## config.mk

```make
export PLATFORM = sky130hd
export DESIGN_NAME = mips_multicycle_ctrl
export DESIGN_NICKNAME = d
export VERILOG_FILES = /design/src/rtl/mips_multicycle_ctrl.sv
export SDC_FILE = /design/constraint.sdc
export NUM_CORES = 1
export LEC_CHECK = 0
export BUFFER_PORTS_ARGS = -buffer_cell sky130_fd_sc_hd__buf_2
export CORE_MARGIN = 2
export CORE_UTILIZATION = 50
export CTS_BUF_LIST = sky130_fd_sc_hd__clkbuf_4 sky130_fd_sc_hd__clkbuf_8
export DETAILED_ROUTE_END_ITERATION = 16
export PLACE_DENSITY = 0.79
export SLEW_MARGIN = 10
export SYNTH_ARGS = -nofsm -noshare
export SYNTH_HDL_FRONTEND = slang
export SYNTH_SLANG_ARGS = --single-unit
```

## constraint.sdc

```tcl
create_clock -name CLK -period 4.5 [get_ports CLK]
set_clock_uncertainty 0.2 [all_clocks]
set_input_delay 0.45 -clock CLK [delete_from_list [all_inputs] [get_ports CLK]]
set_output_delay 0.45 -clock CLK [all_outputs]
set_load 0.05 [all_outputs]
```

## src/rtl/mips_multicycle_ctrl.sv

```systemverilog
// Main control FSM for the multicycle MIPS datapath.
// Sequences fetch/decode/execute/memory/writeback with a timed mem handshake.
module mips_multicycle_ctrl #(
  parameter int TIMEOUT_CYCLES = 255,
  parameter int CNT_W          = 8
) (
  input  logic       CLK,
  input  logic       RST,
  input  logic [5:0] opcode,
  input  logic       zero,
  input  logic       mem_ready,
  output logic       mem_req,
  output logic       MemWrite,
  output logic       IorD,
  output logic       IRWrite,
  output logic       PCWrite,
  output logic       RegWrite,
  output logic       RegDst,
  output logic       MemtoReg,
  output logic       ALUSrcA,
  output logic [1:0] ALUSrcB,
  output logic [1:0] ALUOp,
  output logic [1:0] PCSrc,
  output logic       illegal_op,
  output logic       mem_err
);

  typedef enum logic [3:0] {
    S_FETCH,
    S_DECODE,
    S_MEMADR,
    S_MEMRD,
    S_MEMWB,
    S_MEMWR,
    S_EXEC,
    S_ALUWB,
    S_BRANCH,
    S_ADDIEX,
    S_ADDIWB,
    S_JUMP
  } state_t;

  localparam logic [CNT_W-1:0] TMO =
    CNT_W'(TIMEOUT_CYCLES);

  state_t           state_q;
  state_t           state_d;
  logic [CNT_W-1:0] cnt_q;
  logic [CNT_W-1:0] cnt_d;
  logic             is_mem;
  logic             timeout;
  logic             op_mem;
  logic             op_lw;
  logic             op_r;
  logic             op_beq;
  logic             op_addi;
  logic             op_j;
  logic             op_ill;

  assign op_lw   = (opcode == 6'b100011);
  assign op_mem  = op_lw || (opcode == 6'b101011);
  assign op_r    = (opcode == 6'b000000);
  assign op_beq  = (opcode == 6'b000100);
  assign op_addi = (opcode == 6'b001000);
  assign op_j    = (opcode == 6'b000010);
  assign op_ill  = !(op_mem || op_r || op_beq
                  || op_addi || op_j);

  assign is_mem  = (state_q == S_FETCH)
                || (state_q == S_MEMRD)
                || (state_q == S_MEMWR);

  // ready in the same cycle as the limit still completes the access
  assign timeout = is_mem && !mem_ready
                && (cnt_q == TMO);

  // state, wait counter and registered error pulses
  always_ff @(posedge CLK or negedge RST) begin
    if (!RST) begin
      state_q    <= S_FETCH;
      cnt_q      <= '0;
      illegal_op <= 1'b0;
      mem_err    <= 1'b0;
    end else begin
      state_q    <= state_d;
      cnt_q      <= cnt_d;
      illegal_op <= (state_q == S_DECODE) && op_ill;
      mem_err    <= timeout;
    end
  end

  // next state from current state, opcode and handshake
  always_comb begin
    state_d = state_q;
    if (timeout) begin
      state_d = S_FETCH;
    end else begin
      unique case (state_q)
        S_FETCH:  if (mem_ready) state_d = S_DECODE;
        S_DECODE: begin
          unique case (1'b1)
            op_mem:  state_d = S_MEMADR;
            op_r:    state_d = S_EXEC;
            op_beq:  state_d = S_BRANCH;
            op_addi: state_d = S_ADDIEX;
            op_j:    state_d = S_JUMP;
            default: state_d = S_FETCH;
          endcase
        end
        S_MEMADR: state_d = op_lw ? S_MEMRD : S_MEMWR;
        S_MEMRD:  if (mem_ready) state_d = S_MEMWB;
        S_MEMWR:  if (mem_ready) state_d = S_FETCH;
        S_EXEC:   state_d = S_ALUWB;
        S_ADDIEX: state_d = S_ADDIWB;
        S_MEMWB,
        S_ALUWB,
        S_BRANCH,
        S_ADDIWB,
        S_JUMP:   state_d = S_FETCH;
        default:  state_d = S_FETCH;
      endcase
    end
  end

  // wait counter: restarts on any state change, saturates at the limit
  always_comb begin
    cnt_d = cnt_q;
    if (state_d != state_q || mem_ready || timeout)
      cnt_d = '0;
    else if (is_mem && cnt_q != TMO)
      cnt_d = cnt_q + 1'b1;
  end

  // datapath controls decoded from state, strobes gated by ready/zero
  always_comb begin
    mem_req  = 1'b0;
    MemWrite = 1'b0;
    IorD     = 1'b0;
    IRWrite  = 1'b0;
    PCWrite  = 1'b0;
    RegWrite = 1'b0;
    RegDst   = 1'b0;
    MemtoReg = 1'b0;
    ALUSrcA  = 1'b0;
    ALUSrcB  = 2'b00;
    ALUOp    = 2'b00;
    PCSrc    = 2'b00;
    unique case (state_q)
      S_FETCH: begin
        mem_req = 1'b1;
        ALUSrcB = 2'b01;
        IRWrite = mem_ready;
        PCWrite = mem_ready;
      end
      S_DECODE: ALUSrcB = 2'b11;
      S_MEMADR,
      S_ADDIEX: begin
        ALUSrcA = 1'b1;
        ALUSrcB = 2'b10;
      end
      S_MEMRD: begin
        mem_req = 1'b1;
        IorD    = 1'b1;
      end
      S_MEMWB: begin
        RegWrite = 1'b1;
        MemtoReg = 1'b1;
      end
      S_MEMWR: begin
        mem_req  = 1'b1;
        MemWrite = 1'b1;
        IorD     = 1'b1;
      end
      S_EXEC: begin
        ALUSrcA = 1'b1;
        ALUOp   = 2'b10;
      end
      S_ALUWB: begin
        RegWrite = 1'b1;
        RegDst   = 1'b1;
      end
      S_BRANCH: begin
        ALUSrcA = 1'b1;
        ALUOp   = 2'b01;
        PCSrc   = 2'b01;
        PCWrite = zero;
      end
      S_ADDIWB: RegWrite = 1'b1;
      S_JUMP: begin
        PCSrc   = 2'b10;
        PCWrite = 1'b1;
      end
      default: ;
    endcase
  end

endmodule

```

==> flow_summary.json <==
{
  "status": "finished, final reports clean",
  "slowest_delay_ps": 620,
  "cp.required_ps": 4500,
  "ir_worst_vdd_v": 0.000254,
  "synth_cells": 135,
  "yosys.area.top_type": "dfrtp_1",
  "path_clk_slew_ps": 90,
  "ys.flop_type": "dfrtp_1",
  "cts_resized": 0,
  "die_h_um": 52.6,
  "synthTopCellsByCount": "14 x dfrtp_1, 10 x nor3_1, 9 x clkbuf_1",
  "cts_tree": "done",
  "core-area_um2": 2210,
  "period_share_pct": 61.0,
  "die_w_um": 52.6,
  "hp-class": "in -> reg",
  "path_max_fanout": 20,
  "rsz0062_at_grt": "no",
  "yosysMostFrequentCell": "dfrtp_1",
  "io_buffer_count": 26,
  "synth-warning-count": 0,
  "slew_viol_final": 0,
  "start_util_pct": 53.3,
  "avgRoutedWirePerCell_um": 14.4,
  "io_pins": 27,
  "antenna_left": 0,
  "ys_async_sr_fraction_pct": 100,
  "htree_num_levels": 1,
  "synth_area_um2": 1180,
  "netlist.area_leader.share_pct": 29.7,
  "drt_iter0_drc": 24,
  "antenna_found_initial": 0,
  "synth_edf_count": 0,
  "path_cells": "or4b_4 > or2_0 > or4_4 > a21oi_4 > o21ai_4 > nor3_2",
  "post_dp_cell_area_um2": 1290,
  "die-area_um2": 2760,
  "hold_depth": 2,
  "fill_cells": 197,
  "period_minus_slack_ps": 2740,
  "synth.distinct_cells": 47,
  "r2r.worst_path.cells": 6,
  "grt_usage_pct": 22.5,
  "wl_mm": 2.64,
  "gp_congestion": 0.799,
  "timing.setup.tns_ps": 0,
  "tightestPinTransition_ps": 828,
  "num_vias": 1075,
  "cts_setup_buffers": 0,
  "grt_pass1_wl_mm": 4.59,
  "fmax_mhz": 364,
  "diodes": 0,
  "cap_violations": 0,
  "power_density_nw_per_um2": 436,
  "yosysSeqAreaShare_pct": 29.7,
  "viasPerCell": 5.87,
  "hold_viol_final": 0,
  "nets": 167,
  "criticalPathCategory": "reg -> reg",
  "end_kind": "flop",
  "postCtsHoldBufs": 1,
  "drive_above_1_share_pct": 29.0,
  "grt_max_degree": 22,
  "slew_headroom_pct": 44.3,
  "hpwl_mm": 1.99,
  "grt_overflow": 0,
  "clk_path_buf_depth": 2,
  "dr.pass1.iters": 4,
  "cts_num_sinks": 14,
  "first_global_vias": 999,
  "setup_viol": 0,
  "area_delta_synth_final_pct": 13.5,
  "design_area_um2": 1340,
  "drc": 0,
  "syn_avg_cell_area_um2": 8.74,
  "ys_ff_latch": 14,
  "clock_latency_ps": 290,
  "yosys-top-cells-area": "dfrtp_1 30%, nor3_2 6.8%, xor2_1 5.2%",
  "crit_arrival_ps": 2750,
  "syn-num-nets": 146,
  "cp-start-kind": "flop",
  "cts_made_buffers": 3,
  "leakage_nw": 0.592,
  "cp_slowest_cell": "or4b_4",
  "rows": 17,
  "cts-root-buf": "clkbuf_4"
}
[where the power goes]
part	switching (W)	internal, W	total, W
Sequential	0.0000349	0.000141	0.000176
Combinational	0.000221	0.0000944	0.000315
Clock	0.0000432	0.0000493	0.0000925
[registers in the layout, indices dropped and copies added (netlist names)]
register,flops
illegal_op,1
state_q,4
mem_err,1
cnt_q,8
[routing by layer]
layer  vias to the layer above  wire length (um)  part of all wire, %  GRT usage [%]
met5                         -                 0                    0              0
met4                         0                49                  1.9           12.0
met3                         6               106                  4.0           4.00
met2                        28              1300                   49           37.1
met1                       508              1180                   45           27.6
li1                        533                 -                    -              -
[final timing paths]
path | slack, ps | startpoint | endpoint
setup / recovery | 1760 | state_q[2] | cnt_q[2]
hold / removal | 230 | mem_ready | mem_err
setup reg to reg | 1760 | state_q[2] | cnt_q[2]
hold reg to reg | 390 | cnt_q[4] | cnt_q[4]
max in group asynchronous | 3480 | RST | cnt_q[7]
min in group asynchronous | 380 | RST | cnt_q[4]
[layout by cell type (no fill, tap or decap), drive strengths merged, types with 6 or more instances in the layout]
master  synthesis  final
nor2b           6      6
nor3           18     18
o21ai           7      7
xor2            7      7
nor2            8      8
buf             2     26
dfrtp          14     14
nand2b          7      7
a21oi           6      6
[metrics by stage]
| stage | total power [W] | setup WS [ps] | util, % | cells | hold WS, ps |
|---|---|---|---|---|---|
| after global routing | 0.000624 | 1630 | 60.5 | 183 | 232 |
| after floorplan | 0.000434 | 1210 | - | 135 | -45.6 |
| after detailed placement | 0.000493 | 1810 | 58.4 | 178 | 160 |
| after CTS | 0.000588 | 1780 | 60.5 | 183 | 220 |
| after global placement | 0.000487 | 1880 | 58.4 | 178 | 154 |
| final | 0.000584 | 1760 | 60.5 | 183 | 233 |
[critical path, delay by kind of cell, from the launching register on]
kind,cells,cell delay [ps]
AOI/OAI and AO/OA,2,320
and+or+nand+nor,4,1550
DFF,1,590
[cell type report]
cell class	count	area, um^2	area share, %
Inverter	3	11.3	0.841
Clock buffer	4	36.3	2.71
Sequential cell	14	350	26.2
Timing Repair Buffer	27	140	10.5
Tap cell	28	35.0	2.62
Multi-Input combinational cell	107	766	57.2
[cell families after synthesis]
kind of cell	synth area share, %
buffers and inverters	5.41
AND/OR/NAND/NOR	36.9
AO/OA/AOI/OAI	17.9
flip-flops	29.7
multiplexers	0.848
adder cells (fa/ha/maj)	1.06
XOR/XNOR	8.17
(Power assumes the default switching activity.)
